$ cat src/rtl/seq_div_10by5.sv
// Multi-cycle unsigned radix-2 restoring divider, 10-bit dividend by 5-bit divisor.
// Start/done handshake; a zero divisor reports all-ones quotient with div_by_zero.
module seq_div_10by5 #(
  parameter int N = 10,
  parameter int M = 5
) (
  input  logic         clk,
  input  logic         rst_n,
  input  logic         start_i,
  input  logic [N-1:0] dividend_i,
  input  logic [M-1:0] divisor_i,
  output logic         busy_o,
  output logic         done_o,
  output logic [N-1:0] quotient_o,
  output logic [M-1:0] remainder_o,
  output logic         div_by_zero_o
);

  // state | meaning
  // IDLE  | waiting for start
  // CALC  | one restoring iteration per cycle, N cycles
  // ZERO  | divisor was zero, load saturated result
  // DONE  | done pulse; a new start may be accepted here
  typedef enum logic [1:0] {IDLE, CALC, ZERO, DONE} state_t;

  localparam int CW = $clog2(N);

  state_t        state_q;
  logic [CW-1:0] cnt_q;
  logic [M:0]    rem_q;
  logic [N-1:0]  shq_q;
  logic [M-1:0]  dvs_q;
  logic          busy_q;
  logic          done_q;
  logic [N-1:0]  quo_res_q;
  logic [M-1:0]  rem_res_q;
  logic          dz_q;

  logic [M:0]    rem_shift;
  logic          fits;
  logic [M:0]    rem_d;
  logic [N-1:0]  shq_d;

  // R' < 2*divisor always, so the M+1 bit subtraction cannot wrap
  always_comb begin
    rem_shift = {rem_q[M-1:0], shq_q[N-1]};
    fits      = (rem_shift >= {1'b0, dvs_q});
    rem_d     = fits ? (rem_shift - {1'b0, dvs_q}) : rem_shift;
    shq_d     = {shq_q[N-2:0], fits};
  end

  always_ff @(posedge clk or negedge rst_n) begin
    if (!rst_n) begin
      state_q   <= IDLE;
      cnt_q     <= '0;
      rem_q     <= '0;
      shq_q     <= '0;
      dvs_q     <= '0;
      busy_q    <= 1'b0;
      done_q    <= 1'b0;
      quo_res_q <= '0;
      rem_res_q <= '0;
      dz_q      <= 1'b0;
    end else begin
      done_q <= 1'b0;
      case (state_q)
        IDLE, DONE: begin
          if (start_i) begin
            dvs_q   <= divisor_i;
            shq_q   <= dividend_i;
            rem_q   <= '0;
            cnt_q   <= '0;
            dz_q    <= 1'b0;
            busy_q  <= 1'b1;
            state_q <= (divisor_i == '0) ? ZERO : CALC;
          end else begin
            state_q <= IDLE;
          end
        end
        CALC: begin
          rem_q <= rem_d;
          shq_q <= shq_d;
          if (cnt_q == CW'(N - 1)) begin
            quo_res_q <= shq_d;
            rem_res_q <= rem_d[M-1:0];
            cnt_q     <= '0;
            busy_q    <= 1'b0;
            done_q    <= 1'b1;
            state_q   <= DONE;
          end else begin
            cnt_q <= cnt_q + 1'b1;
          end
        end
        ZERO: begin
          quo_res_q <= '1;
          rem_res_q <= '0;
          dz_q      <= 1'b1;
          busy_q    <= 1'b0;
          done_q    <= 1'b1;
          state_q   <= DONE;
        end
        default: begin
          busy_q  <= 1'b0;
          state_q <= IDLE;
        end
      endcase
    end
  end

  assign busy_o        = busy_q;
  assign done_o        = done_q;
  assign quotient_o    = quo_res_q;
  assign remainder_o   = rem_res_q;
  assign div_by_zero_o = dz_q;

endmodule

$ cat config.mk
export PLATFORM = sky130hd
export DESIGN_NAME = seq_div_10by5
export DESIGN_NICKNAME = d
export VERILOG_FILES = /design/src/rtl/seq_div_10by5.sv
export SDC_FILE = /design/constraint.sdc
export NUM_CORES = 1
export LEC_CHECK = 0
export CAP_MARGIN = 20
export CORE_MARGIN = 1.5
export CORE_UTILIZATION = 25
export CTS_CLUSTER_SIZE = 24
export DETAILED_ROUTE_END_ITERATION = 6
export DONT_BUFFER_PORTS = 1
export GPL_ROUTABILITY_DRIVEN = 0
export GPL_TIMING_DRIVEN = 0
export HOLD_SLACK_MARGIN = 0.1
export PLACE_DENSITY = 0.37
export SETUP_SLACK_MARGIN = 0.05
export SLEW_MARGIN = 20
export SYNTH_ARGS = -nofsm -noshare
export SYNTH_HDL_FRONTEND = slang
export SYNTH_SLANG_ARGS = --single-unit
$ cat constraint.sdc
create_clock -name clk -period 2.9 [get_ports clk]
set_input_delay 0.58 -clock clk [delete_from_list [all_inputs] [get_ports clk]]
set_output_delay 0.58 -clock clk [all_outputs]
set_load 0.01 [all_outputs]
==> impl_metrics.csv, run 1 <==
group,metric,value,unit
timing,final_period_utilization,0.808,
setup_path,timing.critical_path.slowest_cell_delay,0.42,ns
clock_network,clockBufferDepth,2,
routing,antenna_violating_nets_post_route,0,
logic_synthesis,yosys-top-cells-count,"dfrtp_1, nand2_1, o21ai_0",
clock_network,clk_transition_reported_paths,0.09,ns
timing,post_route_clock_skew,0.00358,ns
clock_network,cts_inserted_buffers,5,
timing,totalNegativeSetupSlack,0,ns
logic_synthesis,yosys_warn_count,0,
clock_network,cts.htree.levels,2,
pwr,power_frac_clock,0.174,
flow_run,drv_cap,0,
timing,finalHoldWorstSlack,0.116,ns
logic_synthesis,synth_cells,196,
logic_synthesis,syn_nets,224,
routing,drt-wirelength-per-cell,16.2,um
floorplan,site_rows,33,
setup_path,worst-path-buf-inv,3,
floorplan,die_h,95.5,um
clock_network,cts_tree,"built",
pwr,sw_frac_of_total,0.411,
pwr,ir_worst_vdd,0.299,mV
floorplan,die_width,95.5,um
setup_path,r2r-end,"remainder_o[2]",
clock_network,cts.repair_timing.setup_buffer_count,0,
setup_path,critical_path.startpoint_type,"flop",
pwr,p_sw,0.00113,W
pwr,power_frac_comb,0.474,
pwr,total_leakage_power,1.10,nW
timing,worst_slew_pin_slew,0.891,ns
layout,design_area,2400,um2
outcome,outcome,"finished clean",
setup_path,crit_fanout,10,
setup_path,critPathTopFamily,"compound AO/OA/AOI/OAI gates",
routing,drcViolationCount,0,
setup_path,worst_ep_required_time,3.06,ns
routing,detail_route.first_pass.iterations,4,
layout,regArea,1100,um2
logic_synthesis,post-synth-top-count-cell,"dfrtp_1",
logic_synthesis,synth_seq_cells,44,
layout,drive_gt1_frac,0.132,
global_routing,maximum_number_of_pins_on_one_net_before_global_route_repair,45,
routing,route.vias.total,1436,
place,portBuffers,0,
clock_network,clk_root_buffer_cell,"clkbuf_8",
timing,setup_repair_after_global_routing_missed_its_margin,"false",
global_routing,initial_antenna_violation_count,0,
place,placement.cell_area,2270,um2
logic_synthesis,syn_area,2140,um2
place,post-place-cells,301,
timing,setup_viol_count_final,0,
logic_synthesis,post_synth_num_cell_types,35,
logic_synthesis,yosys_top_cell_by_area,"dfrtp_1",
timing,finalWorstPathRequiredPeriod,2.34,ns
layout,final_layout_net_count,232,
pwr,internal_power,0.00161,W
layout,multi_input_area,940,um2
logic_synthesis,top_ff_cell_synth,"dfrtp_1",
setup_path,critPathSlowestCell,"fa_1",
clock_network,clock_sink_count,44,
pwr,power.share.sequential,0.352,
global_routing,grt_pass1_vias,1506,
logic_synthesis,asyncSetResetFlopFracSynth,1.00,
timing,timing.max_slew.rel_slack,0.402,
routing,drt_first_iter_violations,40,
routing,route.final.wire_length,5.02,mm
logic_synthesis,synth_largest_type_area_fraction,0.515,
floorplan,die-area,9110,um2
floorplan,initial_core_util,0.259,
setup_path,classification_of_the_worst_setup_path,"flop to flop",
setup_path,critical_path_arrival,2.51,ns
global_routing,globalRouteTotalUtil,0.122,
setup_path,worst-r2r-setup-slack,0.56,ns
logic_synthesis,ys_top_cells_by_area,"dfrtp_1, ha_1, mux2i_1",
global_routing,grt_first_pass_wirelength,8.29,mm
setup_path,crit_chain,"inv_1, ha_1, inv_1, fa_1, a21o_1, a221oi_2, buf_6, mux2i_1, o21ai_1",
floorplan,placeableCoreArea,8260,um2
setup_path,worstSetupStartpoint,"shq_q[9]",
layout,final_core_utilization,0.291,
logic_synthesis,synth_enable_flop_cells,0,
timing,finalHoldViolCount,0,
timing,fmax,0.427,GHz
setup_path,r2r_start,"shq_q[9]",
logic_synthesis,synth_area_per_cell,10.9,um2
pwr,power_per_cell_area,1140,nW/um2
layout,num_antenna_cells,0,
layout,syn_to_final_growth,12.5,%
setup_path,critical_path.most_common_cell,"inv_1",
setup_path,reg2reg_depth,9,
floorplan,io_pins,36,
worst_hold_path,worst_hold_path_type,"input port to async pin",
layout,fill_cells,885,
setup_path,endpoint_type_of_the_worst_setup_path,"flop",
clock_network,clk_latency_worst_skew_pair,0.29,ns
global_routing,overflow,0,
timing,timing.final.max_slew_violations,0,
routing,route.detailed.vias_per_inst,4.63,
layout,layoutNonFillerInstCount,310,
logic_synthesis,synth_sequential_area_ratio,0.515,
place,post-dp-hpwl,3.56,mm
[routing by layer]
layer | track usage | share of wire | wire length, um
met5 | 0 | 0 | 0
met4 | 0.0368 | 0.0088 | 44
met3 | 0.0399 | 0.065 | 326
met2 | 0.180 | 0.45 | 2250
met1 | 0.167 | 0.48 | 2400
[layout by cell type (no fill, tap or decap), drive strengths merged]
cell	synthesis	routed
o21bai	2	2
nand2b	3	3
nor4b	2	2
a21o	7	7
a31oi	3	3
fa	1	1
mux2	7	7
a21oi	6	6
dfrtp	44	44
nor3	1	1
o22a	7	7
mux2i	11	11
a21boi	2	2
and3	2	2
nand2	24	24
ha	9	9
a211oi	1	1
clkbuf	1	7
xor2	3	3
o31ai	2	2
buf	7	8
a221oi	1	1
inv	13	13
bufinv	0	1
or4	1	1
or2	1	1
nand4b	1	1
clkinv	0	1
a32oi	4	4
nor2	6	6
o21ai	24	24
[how the worst max path moves through the flow]
stage | cells past startpoint | endpoint
floorplan | 9 | remainder_o[1]
finish | 9 | remainder_o[2]
global placement | 9 | remainder_o[2]
detailed placement | 9 | remainder_o[2]
global route | 9 | remainder_o[2]
CTS | 9 | remainder_o[2]
[through the flow]
stage / setup slack, ns / power (W)
floorplan: 0.859 / 0.00197
finish: 0.556 / 0.00274
global placement: 0.587 / 0.00230
CTS: 0.555 / 0.00280
global route: 0.374 / 0.00302
detailed placement: 0.580 / 0.00230
[power groups by stage]
stage / Combinational, W / Clock [W] / Sequential (W)
final: 0.00130 / 0.000477 / 0.000965
after global routing: 0.00149 / 0.000526 / 0.000999
after CTS: 0.00133 / 0.000494 / 0.000970
after detailed placement: 0.00132 / 0 / 0.000982
after global placement: 0.00132 / 0 / 0.000981
after floorplan: 0.00103 / 0 / 0.000932
[registers in the layout (all words and copies together), names as in the netlist]
register and count:
state_q 2, remainder_o 5, div_by_zero_o 1, rem_q 5, done_o 1, cnt_q 4, dvs_q 5, quotient_o 10
busy_o 1, shq_q 10
[cell families (layout without fill, tap and decap cells)]
family | count (synthesis) | in the layout | share of synthesized area
compound gates | 59 | 59 | 0.187
flops | 44 | 44 | 0.515
simple gates | 41 | 41 | 0.0896
buf+inv | 21 | 30 | 0.0451
mux | 18 | 18 | 0.0884
fa+ha+maj | 10 | 10 | 0.0621
xor+xnor | 3 | 3 | 0.0123
[what timing repair did]
action	in CTS	in global routing
gates resized for setup	0	0
hold buffers	1	0
endpoints found under the setup margin	0	0
hold endpoints to repair	44	0
[final cells by class]
cell class	count	share of cell area
inverters	13	0.0203
flip-flops and latches	44	0.458
repair buffers	1	0.0115
multi-input cells	131	0.391
plain buffers	8	0.0198
clock buffers	6	0.0302
clock inverters	2	0.0146
well taps	105	0.0547
No activity file was read; power rests on OpenSTA's default activity.
==> run 2: changes to the inputs <==
==> constraint.sdc (replaced) <==
create_clock -name clk -period 2.3 [get_ports clk]
set_input_delay 0.46 -clock clk [delete_from_list [all_inputs] [get_ports clk]]
set_output_delay 0.46 -clock clk [all_outputs]
set_load 0.01 [all_outputs]
==> impl_metrics.csv, run 2 (synthesized netlist as in run 1, its figures left out) <==
group,metric,value,unit
place,placement.cell_area,2270,um2
floorplan,initial_core_util,0.259,
clock_network,cts_inserted_buffers,5,
pwr,internal_power,0.00221,W
clock_network,clock_sink_count,44,
place,post-dp-hpwl,3.56,mm
global_routing,globalRouteTotalUtil,0.122,
pwr,power_frac_comb,0.508,
pwr,sw_frac_of_total,0.403,
worst_hold_path,hold_path_startpoint,"divisor_i[1]",
layout,design_area,2500,um2
layout,syn_to_final_growth,16.9,%
clock_network,clk_root_buffer_cell,"clkbuf_8",
timing,fmax,0.466,GHz
timing,final_period_utilization,0.933,
setup_path,classification_of_the_worst_setup_path,"flop to flop",
setup_path,r2r-end,"shq_q[0]",
setup_path,r2r_start,"shq_q[9]",
global_routing,initial_antenna_violation_count,0,
clock_network,clockBufferDepth,2,
place,portBuffers,0,
clock_network,clk_transition_reported_paths,0.09,ns
timing,setup_repair_after_global_routing_missed_its_margin,"false",
global_routing,grt_first_pass_wirelength,8.31,mm
pwr,power_per_cell_area,1480,nW/um2
routing,drcViolationCount,0,
setup_path,critical_path_arrival,2.34,ns
worst_hold_path,worst_hold_path_type,"input port to flop",
routing,route.final.wire_length,5.09,mm
routing,drt-wirelength-per-cell,16.1,um
global_routing,maximum_number_of_pins_on_one_net_before_global_route_repair,45,
layout,final_layout_net_count,239,
timing,finalWorstPathRequiredPeriod,2.15,ns
worst_hold_path,min_delay_path_depth,1,
routing,detail_route.first_pass.iterations,4,
floorplan,die_width,95.5,um
timing,finalHoldWorstSlack,0.309,ns
timing,post_route_clock_skew,0.00386,ns
setup_path,reg2reg_depth,10,
floorplan,die_h,95.5,um
layout,drive_gt1_frac,0.189,
setup_path,worst_ep_required_time,2.49,ns
floorplan,die-area,9110,um2
pwr,power.share.sequential,0.331,
routing,route.vias.total,1481,
timing,finalHoldViolCount,0,
routing,route.detailed.vias_per_inst,4.67,
layout,most_common_cell_after_layout_fill_and_taps_aside,"dfrtp_1",
layout,num_antenna_cells,0,
flow_run,drv_cap,0,
routing,antenna_violating_nets_post_route,0,
timing,timing.final.max_slew_violations,0,
setup_path,endpoint_type_of_the_worst_setup_path,"flop",
timing,timing.max_slew.rel_slack,0.387,
routing,drt_first_iter_violations,41,
clock_network,cts_tree,"built",
clock_network,cts.htree.levels,2,
clock_network,clk_latency_worst_skew_pair,0.29,ns
floorplan,placeableCoreArea,8260,um2
layout,most-common-layout-cells,"dfrtp_1, nand2_1, o21ai_0",
floorplan,io_pins,36,
pwr,p_sw,0.00149,W
setup_path,worst-r2r-setup-slack,0.15,ns
pwr,ir_worst_vdd,0.377,mV
outcome,outcome,"finished clean",
pwr,total_leakage_power,1.14,nW
setup_path,crit_fanout,5,
timing,setup_viol_count_final,0,
global_routing,grt_pass1_vias,1514,
worst_hold_path,hold_path_end,"dvs_q[1]",
pwr,power_frac_clock,0.162,
setup_path,critical_path.startpoint_type,"flop",
timing,worst_slew_pin_slew,0.914,ns
global_routing,overflow,0,
floorplan,site_rows,33,
run 2: metrics by stage:
step | total power (W) | TNS, ns | cells | setup WS [ns] | util
detailed placement | 0.00290 | -0.0243 | 301 | -0.0203 | 0.275
global placement | 0.00290 | -0.0130 | 301 | -0.0130 | 0.275
floorplan | 0.00248 | 0 | 196 | 0.259 | -
CTS | 0.00363 | 0 | 313 | 0.0773 | 0.295
finish | 0.00371 | 0 | 317 | 0.154 | 0.302
global route | 0.00406 | 0 | 317 | 0.0413 | 0.302
run 2: what timing repair did:
item / 4_1_cts / 5_1_grt
buffers inserted: 2 / 4
resized for setup: 3 / 6
pin swaps: 1 / 3
hold buffers: 2 / 0
hold endpoints to repair: 44 / 0
endpoints found under the setup margin: 4 / 11
run 2: final cells by class:
type	instances	area, um2
sequential	44	1100
buffer	8	47.5
clock inverter	2	35.0
multi-input combinational	131	978
fill	883	5760
timing repair buffer	8	82.6
clock buffer	6	72.6
inverter	13	48.8
tap	105	131
run 2: how the worst max path moves through the flow:
| stage | slack (ns) | start | end |
|---|---|---|---|
| after floorplan | 0.26 | shq_q[9] | remainder_o[1] |
| final | 0.15 | shq_q[9] | shq_q[0] |
| after global routing | 0.04 | shq_q[9] | remainder_o[2] |
| after CTS | 0.08 | shq_q[9] | remainder_o[2] |
| after global placement | -0.01 | shq_q[9] | remainder_o[2] |
| after detailed placement | -0.02 | shq_q[9] | remainder_o[2] |
run 2: routing by layer:
layer | part of all wire | track usage
met3 | 0.062 | 0.0399
met2 | 0.44 | 0.181
met4 | 0.012 | 0.0368
met5 | 0 | 0
met1 | 0.48 | 0.167
run 2: critical path, cell delays in order (launching register included):
cell	delay [ns]
dfrtp_1	0.40
inv_2	0.08
ha_4	0.12
inv_2	0.04
fa_2	0.37
a21o_1	0.17
a221oi_2	0.32
buf_6	0.18
buf_4	0.13
a211oi_1	0.07
a21o_1	0.16
run 2: power by group through the flow:
stage / Sequential, W / Clock, W / Combinational, W
3_5_place_dp: 0.00124 / 0 / 0.00166
2_1_floorplan: 0.00117 / 0 / 0.00130
6_report: 0.00123 / 0.000599 / 0.00188
5_1_grt: 0.00127 / 0.000662 / 0.00213
3_3_place_gp: 0.00124 / 0 / 0.00166
4_1_cts: 0.00123 / 0.000622 / 0.00178
